--- src/rtl/mult_pipe_pkg.sv ---
// Shared types and helpers for the pipelined parity-checked multiplier.
package mult_pipe_pkg;

  localparam int unsigned MAX_WIDTH = 32;
  localparam int unsigned PROD_W    = 2 * MAX_WIDTH;

  typedef enum logic {
    MODE_UNSIGNED = 1'b0,
    MODE_SIGNED   = 1'b1
  } mode_e;

  // Product is sized for the widest legal operand; narrower instances zero-extend.
  typedef struct packed {
    logic [PROD_W-1:0] product;
    logic              parity;
    logic              error;
  } entry_t;

  function automatic logic even_parity(input logic [PROD_W-1:0] v);
    return ^v;
  endfunction

endpackage

--- src/rtl/mult_pipe_fifo.sv ---
// Result buffer: power-of-two circular FIFO with fall-through when empty.
module mult_pipe_fifo #(
  parameter  int unsigned DW    = 8,
  parameter  int unsigned DEPTH = 4,
  localparam int unsigned AW    = (DEPTH > 1) ? $clog2(DEPTH) : 1,
  localparam int unsigned CW    = $clog2(DEPTH + 1)
) (
  input  logic          clk,
  input  logic          rst_n,
  input  logic          wr_i,
  input  logic [DW-1:0] wdata_i,
  input  logic          rd_i,
  output logic [DW-1:0] rdata_o,
  output logic          rdy_o,
  output logic [CW-1:0] count_o
);

  logic [DW-1:0] mem_q [DEPTH];
  logic [AW-1:0] wr_ptr_q, wr_ptr_d;
  logic [AW-1:0] rd_ptr_q, rd_ptr_d;
  logic [CW-1:0] count_q, count_d;
  logic          empty_c;
  logic          pop_c;

  // An incoming write is visible as head when empty, so write+pop at count 0 passes through.
  assign empty_c = (count_q == '0);
  assign rdy_o   = !empty_c || wr_i;
  assign pop_c   = rd_i && rdy_o;
  assign rdata_o = empty_c ? wdata_i : mem_q[rd_ptr_q];
  assign count_o = count_q;

  always_comb begin
    wr_ptr_d = wr_ptr_q;
    rd_ptr_d = rd_ptr_q;
    count_d  = count_q;
    if (wr_i) wr_ptr_d = wr_ptr_q + AW'(1);
    if (pop_c) rd_ptr_d = rd_ptr_q + AW'(1);
    if (wr_i && !pop_c) begin
      count_d = count_q + CW'(1);
    end else if (!wr_i && pop_c) begin
      count_d = count_q - CW'(1);
    end
  end

  always_ff @(posedge clk) begin
    if (!rst_n) begin
      wr_ptr_q <= '0;
      rd_ptr_q <= '0;
      count_q  <= '0;
    end else begin
      wr_ptr_q <= wr_ptr_d;
      rd_ptr_q <= rd_ptr_d;
      count_q  <= count_d;
    end
  end

  always_ff @(posedge clk) begin
    if (wr_i) mem_q[wr_ptr_q] <= wdata_i;
  end

endmodule

--- src/rtl/mult_pipe.sv ---
// Pipelined signed/unsigned multiplier with operand parity check and
// credit-based flow control into a result buffer.
module mult_pipe
  import mult_pipe_pkg::*;
#(
  parameter int unsigned WIDTH      = 16,
  parameter int unsigned STAGES     = 3,
  parameter int unsigned FIFO_DEPTH = 4
) (
  input  logic               clk,
  input  logic               rst_n,
  input  logic               req,
  output logic               ack,
  input  logic [WIDTH-1:0]   arg_a,
  input  logic [WIDTH-1:0]   arg_b,
  input  logic               arg_a_parity,
  input  logic               arg_b_parity,
  input  logic               signed_mode,
  input  logic               result_rd,
  output logic               result_rdy,
  output logic [2*WIDTH-1:0] result,
  output logic               result_parity,
  output logic               arg_parity_error
);

  localparam int unsigned PW = 2 * WIDTH;
  localparam int unsigned CW = $clog2(FIFO_DEPTH + 1);
  localparam int unsigned EW = $bits(entry_t);

  mode_e             mode_c;
  logic              accept_c;
  logic              bad_par_c;
  logic [PW-1:0]     a_ext_c, b_ext_c, prod_c;
  entry_t            ent_c;
  logic [STAGES-1:0] vld_q, vld_d;
  entry_t            ent_q [STAGES];
  entry_t            ent_d [STAGES];
  logic [CW-1:0]     inflight_q, inflight_d;
  logic [CW-1:0]     count_c;
  logic              wr_c;
  logic              rdy_c;
  entry_t            head_c;

  // Credit: every accepted op already owns a buffer slot, so nothing is ever dropped.
  assign ack      = rst_n && ((CW + 1)'(count_c) + (CW + 1)'(inflight_q) < (CW + 1)'(FIFO_DEPTH));
  assign accept_c = req && ack;
  assign wr_c     = vld_q[STAGES-1];
  assign mode_c   = mode_e'(signed_mode);

  always_comb begin
    a_ext_c   = PW'(arg_a);
    b_ext_c   = PW'(arg_b);
    if (mode_c == MODE_SIGNED) begin
      a_ext_c = {{WIDTH{arg_a[WIDTH-1]}}, arg_a};
      b_ext_c = {{WIDTH{arg_b[WIDTH-1]}}, arg_b};
    end
    prod_c    = a_ext_c * b_ext_c;
    bad_par_c = (even_parity(PROD_W'(arg_a)) != arg_a_parity) ||
                (even_parity(PROD_W'(arg_b)) != arg_b_parity);
    ent_c.product = bad_par_c ? '0 : PROD_W'(prod_c);
    ent_c.parity  = bad_par_c ? 1'b0 : even_parity(PROD_W'(prod_c));
    ent_c.error   = bad_par_c;
  end

  always_comb begin
    vld_d    = vld_q << 1;
    vld_d[0] = accept_c;
    ent_d[0] = ent_c;
    for (int unsigned i = 1; i < STAGES; i++) ent_d[i] = ent_q[i-1];
  end

  always_comb begin
    inflight_d = inflight_q;
    if (accept_c && !wr_c) begin
      inflight_d = inflight_q + CW'(1);
    end else if (!accept_c && wr_c) begin
      inflight_d = inflight_q - CW'(1);
    end
  end

  always_ff @(posedge clk) begin
    if (!rst_n) begin
      vld_q      <= '0;
      inflight_q <= '0;
    end else begin
      vld_q      <= vld_d;
      inflight_q <= inflight_d;
    end
  end

  // Payload is qualified by vld_q and needs no reset.
  always_ff @(posedge clk) begin
    for (int unsigned i = 0; i < STAGES; i++) ent_q[i] <= ent_d[i];
  end

  mult_pipe_fifo #(
    .DW   (EW),
    .DEPTH(FIFO_DEPTH)
  ) u_fifo (
    .clk    (clk),
    .rst_n  (rst_n),
    .wr_i   (wr_c),
    .wdata_i(ent_q[STAGES-1]),
    .rd_i   (result_rd),
    .rdata_o(head_c),
    .rdy_o  (rdy_c),
    .count_o(count_c)
  );

  assign result_rdy       = rdy_c;
  assign result           = rdy_c ? PW'(head_c.product) : '0;
  assign result_parity    = rdy_c && head_c.parity;
  assign arg_parity_error = rdy_c && head_c.error;

endmodule

--- config.mk ---
export PLATFORM = sky130hd
export DESIGN_NAME = mult_pipe
export DESIGN_NICKNAME = d
export VERILOG_FILES = /design/src/rtl/mult_pipe_pkg.sv /design/src/rtl/mult_pipe_fifo.sv /design/src/rtl/mult_pipe.sv
export SDC_FILE = /design/constraint.sdc
export NUM_CORES = 1
export LEC_CHECK = 0
export ABC_CLOCK_PERIOD_IN_PS = 27400
export CORE_MARGIN = 2
export CORE_UTILIZATION = 50
export CTS_CLUSTER_DIAMETER = 40
export CTS_CLUSTER_SIZE = 30
export DETAILED_ROUTE_END_ITERATION = 16
export DONT_BUFFER_PORTS = 1
export SLEW_MARGIN = 20
export SYNTH_ARGS = -nofsm -noshare
export SYNTH_HDL_FRONTEND = slang
export SYNTH_SLANG_ARGS = --single-unit
--- constraint.sdc ---
create_clock -name clk -period 27.4 [get_ports clk]
set_input_delay 4.11 -clock clk [delete_from_list [all_inputs] [get_ports clk]]
set_output_delay 4.11 -clock clk [all_outputs]
set_load 0.01 [all_outputs]
## Word-level counts from Yosys, hierarchy flattened

Memories as Yosys holds them, arrays and structs flattened. A register that Yosys moved wholly into a read port is not among the register bits.
Index checks and enable logic that the tools add are counted.

- Add/subtract/negate cells: 7
- Multiply operators: 1
- Magnitude comparators: 1
- Equality and inequality tests: 2
- Multiplexer cells: 14
- Reduce and logical (&&, ||, !) cells: 21

Operators with widths:

| kind | number |
|---|---|
| $reduce_xor A64 Y1 | 3 |
| $mux W32 | 4 |
| $mux W34 | 1 |
| $mul A32 B32 Y32 | 1 |
| $mux W3 | 4 |
| $logic_and A1 B1 Y1 | 9 |
| $add A3 B1 Y3 const B | 2 |
| $sub A3 B1 Y3 const B | 2 |
| $add A2 B1 Y2 const B | 2 |
| $add A3 B3 Y4 | 1 |
| $logic_not A1 Y1 | 4 |
| $lt A4 B3 Y1 const B | 1 |
| $mux W2 | 2 |
| $reduce_bool A2 Y1 | 2 |
| $logic_not A3 Y1 | 1 |
| $mux W1 | 3 |
| $logic_or A1 B1 Y1 | 2 |
| $ne A1 B1 Y1 | 2 |

- Register bits: 13
- RAM bits: 462
- Input port bits: 39
- Output and inout bits: 36
- Logic and storage cells: 53
- Memories: 2

Memories:

| name | depth | bits a word | rd ports | clocked after memory_dff | wr ports | RTL line | RTL |
|---|---|---|---|---|---|---|---|
| u_fifo.mem_q | 4 | 66 | 1 | 1 | 1 | mult_pipe_fifo.sv:18 | `logic [DW-1:0] mem_q [DEPTH];` |
| ent_q | 3 | 66 | 3 | 0 | 3 | mult_pipe.sv:36 | `entry_t ent_q [STAGES];` |

## Depth between registers and ports, before layout

Gate-level depths: netlist (run 1).

- Word-level depth: 8
- Mapped depth: 33

## Modules after synthesis

From an unflattened synthesis (run 1), not the netlist that was laid out.

- Cells, all modules: 2097
- Area, all modules: 27062.2 sq um

Modules (own cells, without submodules):

| module | times used | cells an instance | area an instance (sq um) | seq. area each (sq um) |
|---|---|---|---|---|
| mult_pipe | 1 | 1624 | 16090.4 | 2162.1 |
| mult_pipe_fifo | 1 | 473 | 10971.8 | 8107.8 |

## Worst setup path before layout (run 1)

No wires, ideal clock.

- Path type: input to register
- From: input port signed_mode
- To: memory ent_q[0][1] in the netlist's numbering
- Arrival: 11856 ps
- Path slack: 15432 ps
- Stages: 28
- Buffers on the path: 3
- Path through: clkbuf_1 clkbuf_1 and3_1 fa_1 inv_1 fa_1 fa_1 inv_1 fa_1 fa_1 fa_1 fa_1 inv_1 fa_1 inv_1 ha_1 clkdlybuf4s15_2 a21o_1 a21o_2 a21oi_1 o21ai_2 o31a_1 xnor2_2 xnor3_1 xnor3_1 xnor3_1 xor3_1 nor2_1

RTL lines:

| what | RTL line | RTL |
|---|---|---|
| start, declared | mult_pipe.sv:18 | `input logic signed_mode,` |
| end, declared | mult_pipe.sv:36 |  |

==> results.sh, run 1 <==
export IMPL_status="complete, no violations"
export IMPL_tightest_slew_ps=853.0
export IMPL_synth_top_cell_area_share_pct=31.21
export IMPL_async_flop_share_pct=0
export IMPL_fin_nets=2401
export IMPL_fin_skew_ps=10.99
export IMPL_antenna_found_initial=0
export IMPL_synthTopCellsByArea="fa_1, edfxtp_1, dfxtp_1"
export IMPL_r2r_start="u_fifo.count_o[2]"
export IMPL_slowest_delay_ps=760
export IMPL_via_count=12641
export IMPL_die_h_um=213.5
export IMPL_critPathBufInv=4
export IMPL_cts_buffers_inserted=14
export IMPL_place_hpwl_um=36020
export IMPL_dieArea_mm2=0.04557
export IMPL_routed_via_density=5.093
export IMPL_wirelength_um=45530
export IMPL_finalCritPeriodShare_pct=41.98
export IMPL_crit_arrival_ps=11860
export IMPL_fmax_mhz=86.95
export IMPL_max_slew_margin_pct=42.73
export IMPL_synth_fp_nets=2466
export IMPL_post_cts_setup_buffer_count=0
export IMPL_regToRegEndpoint="inflight_q[2]"
export IMPL_numPortBuffers=0
export IMPL_wl_per_cell_um=18.35
export IMPL_num_antenna_cells=0
export IMPL_r2r_slack_ps=24280
export IMPL_track_usage_pct=21.04
export IMPL_synthFlopType="edfxtp_1"
export IMPL_fin_crit_ps=11500
export IMPL_avgSynthCellArea_um2=11.23
export IMPL_grt_pass1_wl_um=74760
export IMPL_cts_path_max_buffers=3
export IMPL_drt_iter0_drc=579
export IMPL_cp_slowest_cell="fa_1"
export IMPL_clockRootBuffer="clkbuf_16"
export IMPL_hold_viol=0
export IMPL_crit_family="adder cells"
export IMPL_gp_congestion=0.9106
export IMPL_min_to="ent_q[0][95]"
export IMPL_drc=0
export IMPL_whs_path_depth=0
export IMPL_setup_violations=0
export IMPL_synth_edff_count=136
export IMPL_yosysWarnings=0
export IMPL_end_kind="register"
export IMPL_crit_fanout=25
export IMPL_synth_largest_area_cell="fa_1"
export IMPL_start_util_pct=50.81
export IMPL_grt_max_degree=46
export IMPL_die_x_um=213.5
export IMPL_antenna_left=0
export IMPL_clock_sinks=253
export IMPL_rsz0062_at_grt="false"
export IMPL_placementRows=76
export IMPL_drive_above_1_share_pct=4.586
export IMPL_tns_ps=0
export IMPL_cp_required_ps=27760
export IMPL_synth_cell_type_count=68
export IMPL_insertion_delay_ps=490
export IMPL_cts_resized=0
export IMPL_crit_type="input port to register"
export IMPL_cts_hold_buf=0
export IMPL_grt_pass1_vias=13929
export IMPL_ios=75
export IMPL_reg2reg_depth=10
export IMPL_cts_tree="yes"
export IMPL_start_kind="input port"
export IMPL_drt_pass1_iter_count=5
export IMPL_drv_slew=0
export IMPL_synth_seq_cells=253
export IMPL_min_path_type="register to register"
export IMPL_synth_area_mm2=0.02194
export IMPL_seq_area_frac_synth_pct=29.29
export IMPL_synthCells=1954
export IMPL_cpMostUsedCell="fa_1"
export IMPL_clkSlewWorstSetupHoldPaths_ps=100
export IMPL_hp_start="ent_q[0][29]"
export IMPL_ctsHtreeMaxLevel=1
export IMPL_maxCapViolations=0
export IMPL_areaGrowthSynthToFinish_pct=4.118
export IMPL_core_area_mm2=0.04317
export IMPL_overflow=0
==> state kept, by name, summed over array words and instances, names as in the netlist, named ones only <==
signal	flops
u_fifo.wr_ptr_q	2
u_fifo.rd_ptr_q	2
vld_q	3
ent_q	102
u_fifo.count_o	3
inflight_q	3
u_fifo.mem_q	136
==> through the flow <==
| stage | area (µm²) | std cells | setup WS (ps) | utilization [%] | hold slack (ps) |
|---|---|---|---|---|---|
| after floorplan | 21940 | 1954 | 15430 | - | 309.6 |
| after global placement | 22360 | 2458 | 15420 | 51.80 | 310.6 |
| after detailed placement | 22360 | 2458 | 15320 | 51.80 | 312.1 |
| after CTS | 22840 | 2482 | 15820 | 52.90 | 331.9 |
| after global routing | 22840 | 2482 | 15500 | 52.91 | 335.3 |
| final | 22840 | 2482 | 15900 | 52.91 | 331.6 |
==> area by class of cell <==
| type | instances | area, µm² |
|---|---|---|
| Multi-Input combinational cell | 1256 | 13810 |
| Clock inverter | 7 | 92.59 |
| Fill cell | 3885 | 20330 |
| Sequential cell | 253 | 6427 |
| Inverter | 356 | 1336 |
| Clock buffer | 17 | 382.9 |
| Timing Repair Buffer | 8 | 60.06 |
| Tap cell | 585 | 732.0 |
==> cell usage in the layout (no fill, tap or decap), types with 5 or more instances in the layout <==
| master | count |
|---|---|
| nand2_1 | 192 |
| clkbuf_16 | 15 |
| nor2b_1 | 5 |
| xnor2_1 | 89 |
| o21ai_0 | 49 |
| inv_1 | 355 |
| edfxtp_1 | 136 |
| nand3_1 | 8 |
| and3_1 | 23 |
| a21boi_0 | 5 |
| ha_1 | 131 |
| buf_4 | 8 |
| mux4_2 | 34 |
| nor2_1 | 46 |
| a21oi_1 | 27 |
| and2_1 | 188 |
| fa_1 | 342 |
| a21o_1 | 9 |
| nand2b_1 | 7 |
| xor2_1 | 29 |
| dfxtp_1 | 116 |
==> layer usage <==
| layer | vias to the layer above | routed length [µm] | track usage (%) |
|---|---|---|---|
| met4 | 0 | 655 | 3.736 |
| li1 | 5916 | - | - |
| met5 | - | 0 | 0 |
| met1 | 6410 | 21550 | 29.67 |
| met2 | 268 | 21200 | 35.84 |
| met3 | 47 | 2125 | 2.299 |
==> worst max path at each step <==
stage	startpoint	to	slack [ps]	depth (start not counted)
after detailed placement	signed_mode	ent_q[0][1]	15320	26
after global routing	signed_mode	ent_q[0][1]	15500	26
after global placement	signed_mode	ent_q[0][1]	15420	26
after CTS	signed_mode	ent_q[0][1]	15820	26
after floorplan	signed_mode	ent_q[0][1]	15430	28
final	signed_mode	ent_q[0][1]	15900	26
==> cells by family (layout without fill, tap and decap cells) <==
logic type               after synthesis  after routing  synth area share, %
AND/OR/NAND/NOR                      491            491                11.37
adder cells (fa/ha/maj)              473            473                38.68
buffers and inverters                445            388                7.774
flip-flops                           253            253                29.29
AO/OA/AOI/OAI                        128            128                3.628
XOR/XNOR                             127            127                5.629
multiplexers                          37             37                3.627
==> cell usage after synthesis (all sizes together) (2+ instances only) <==
library cell and count:
inv 356, fa 342, nand2 193, and2 188, edfxtp 136, ha 131
dfxtp 117, xnor2 90, clkbuf 76, o21ai 54, nor2 47, mux4 34
a21oi 29, xor2 29, and3 26, buf 12, a21o 11, nand3 8
nand2b 7, xnor3 6, a21boi 5, nor2b 5, a211oi 4, a31oi 4
nand4 4, o21bai 4, mux2i 3, nor3 3, a2111oi 2, a221o 2
a31o 2, o211ai 2, or3 2, xor3 2
==> worst reg2reg max path: stages (launching register included) <==
cell and delay [ps]:
dfxtp_1 390, ha_1 240, or4b_2 660, a31oi_1 330, and2_1 190, ha_1 180
inv_1 60, fa_1 370, xor2_1 160, or3_1 300, a21boi_0 170
Power of run 1 is not shown: default switching activity piles up to over one toggle a cycle in this logic, so the estimate is an artifact.
==> run 2, diff against run 1 <==
--- a/config.mk
+++ b/config.mk
@@ -5,13 +5,14 @@
 export SDC_FILE = /design/constraint.sdc
 export NUM_CORES = 1
 export LEC_CHECK = 0
-export ABC_CLOCK_PERIOD_IN_PS = 27400
+export ABC_CLOCK_PERIOD_IN_PS = 9750
 export CORE_MARGIN = 2
 export CORE_UTILIZATION = 50
 export CTS_CLUSTER_DIAMETER = 40
 export CTS_CLUSTER_SIZE = 30
 export DETAILED_ROUTE_END_ITERATION = 16
 export DONT_BUFFER_PORTS = 1
+export PLACE_DENSITY = 0.68
 export SLEW_MARGIN = 20
 export SYNTH_ARGS = -nofsm -noshare
 export SYNTH_HDL_FRONTEND = slang
==> constraint.sdc (replaced) <==
create_clock -name clk -period 9.75 [get_ports clk]
set_input_delay 1.4625 -clock clk [delete_from_list [all_inputs] [get_ports clk]]
set_output_delay 1.4625 -clock clk [all_outputs]
set_load 0.01 [all_outputs]
==> run 2 against run 1 <==
Net effect:
- via count increased by 0.75%
- worst setup slack got worse by 15000 ps
- worst hold slack got worse by 31 ps
- largest cell class unchanged
- first-iteration DRC count increased by 8.6%
- cell area increased by 0.31%
- register-to-register slack got worse by 18000 ps
- critical path type unchanged
- cell count increased by 0.12%
==> results.sh, run 2 (synthesis results as in run 1) <==
export IMPL_grtUsageMet3_pct=2.900
export IMPL_cts_hold_buf=0
export IMPL_final_cell_mix="inv_1, fa_1, nand2_1, and2_1, edfxtp_1"
export IMPL_regMostFlops="u_fifo.mem_q"
export IMPL_clkSlewWorstSetupHoldPaths_ps=100
export IMPL_ios=75
export IMPL_r2r_start="u_fifo.count_o[2]"
export IMPL_core_area_mm2=0.04317
export IMPL_tightest_slew_ps=934.9
export IMPL_antenna_left=0
export IMPL_track_usage_pct=21.03
export IMPL_largest_register_ffs=136
export IMPL_fin_crit_ps=8973
export IMPL_placementRows=76
export IMPL_slowest_delay_ps=760
export IMPL_reg_top3="u_fifo.mem_q: 136 flops, ent_q: 102 flops"
export IMPL_fmax_mhz=111.4
export IMPL_finalCritPeriodShare_pct=92.03
export IMPL_post_cts_setup_buffer_count=0
export IMPL_cts_buffers_inserted=15
export IMPL_areaGrowthSynthToFinish_pct=4.443
export IMPL_grt_max_degree=71
export IMPL_via_count=12736
export IMPL_dieArea_mm2=0.04557
export IMPL_cpMostUsedCell="fa_1"
export IMPL_final_common_cell="inv_1"
export IMPL_drt_iter0_drc=629
export IMPL_wl_per_cell_um=18.25
export IMPL_hold_viol=0
export IMPL_maxCapViolations=0
export IMPL_antenna_found_initial=0
export IMPL_start_util_pct=50.81
export IMPL_min_path_type="register to register"
export IMPL_met1_usage_pct=29.04
export IMPL_grt_pass1_wl_um=74840
export IMPL_final_cell_area_mm2=0.02291
export IMPL_clock_sinks=253
export IMPL_grt_busiest_layer="met2"
export IMPL_cts_path_max_buffers=3
export IMPL_gp_congestion=0.9090
export IMPL_postLayoutCoreUtil_pct=53.07
export IMPL_crit_family="adder cells"
export IMPL_fin_skew_ps=24.21
export IMPL_grt_pass1_vias=14005
export IMPL_end_kind="register"
export IMPL_drv_slew=0
export IMPL_num_antenna_cells=0
export IMPL_die_h_um=213.5
export IMPL_routed_via_density=5.125
export IMPL_crit_type="input port to register"
export IMPL_cp_slowest_cell="fa_1"
export IMPL_ctsHtreeMaxLevel=1
export IMPL_max_slew_margin_pct=37.52
export IMPL_whs_path_depth=0
export IMPL_r2r_slack_ps=6570
export IMPL_drt_pass1_iter_count=4
export IMPL_status="complete, no violations"
export IMPL_wirelength_um=45360
export IMPL_drive_above_1_share_pct=4.737
export IMPL_crit_arrival_ps=9320
export IMPL_cts_tree="yes"
export IMPL_overflow=0
export IMPL_crit_fanout=25
export IMPL_die_x_um=213.5
export IMPL_clockRootBuffer="clkbuf_16"
export IMPL_gr_usage_met2_pct=36.08
export IMPL_critPathBufInv=4
export IMPL_cts_resized=0
export IMPL_reg2reg_depth=10
export IMPL_drc=0
export IMPL_hp_start="ent_q[0][4]"
export IMPL_place_hpwl_um=36220
export IMPL_place_area_mm2=0.02238
export IMPL_tns_ps=0
export IMPL_fin_nets=2404
export IMPL_rsz0062_at_grt="false"
export IMPL_setup_violations=0
export IMPL_regToRegEndpoint="inflight_q[2]"
export IMPL_min_to="ent_q[0][70]"
export IMPL_insertion_delay_ps=470
export IMPL_numPortBuffers=0
export IMPL_start_kind="input port"
export IMPL_cp_required_ps=10100
run 2: per-layer routing:
| layer | up-vias | wire [µm] |
|---|---|---|
| met5 | - | 0 |
| met4 | 0 | 630 |
| met3 | 36 | 2498 |
| met2 | 299 | 21790 |
| met1 | 6469 | 20450 |
| li1 | 5932 | - |
run 2: worst reg2reg max path: stages, from the launching register on:
cell and delay (ps):
dfxtp_1 380, ha_1 240, or4b_2 660, a31oi_1 380
and2_1 200, ha_1 190, inv_1 60, fa_1 370
xor2_1 160, or3_1 300, a21boi_0 160
run 2: how the worst max path moves through the flow:
| stage | start | end | slack [ps] | cells after the start |
|---|---|---|---|---|
| after detailed placement | signed_mode | ent_q[0][1] | 260 | 26 |
| after CTS | signed_mode | ent_q[0][1] | 770 | 26 |
| after global routing | signed_mode | ent_q[0][1] | 290 | 26 |
| after global placement | signed_mode | ent_q[0][1] | 460 | 26 |
| after floorplan | signed_mode | ent_q[0][1] | 430 | 28 |
| final | signed_mode | ent_q[0][1] | 780 | 26 |
run 2: area by class of cell:
class                   count  area [µm²]
multi-input cells        1256       13810
clock inverters             9       155.1
clock buffers              16       379.1
repair buffers             10       75.07
inverters                 356        1336
fillers                  3743       20260
well taps                 585       732.0
flip-flops and latches    253        6427
run 2: stage by stage:
stage / hold WS [ps] / cells / setup slack [ps]
4_1_cts: 297.9 / 2485 / 771.0
6_report: 300.6 / 2485 / 777.0
2_1_floorplan: 309.6 / 1954 / 429.8
5_1_grt: 293.5 / 2485 / 288.1
3_3_place_gp: 309.7 / 2460 / 461.5
3_5_place_dp: 312.1 / 2460 / 257.5
Power of run 2 is left out for the same reason.
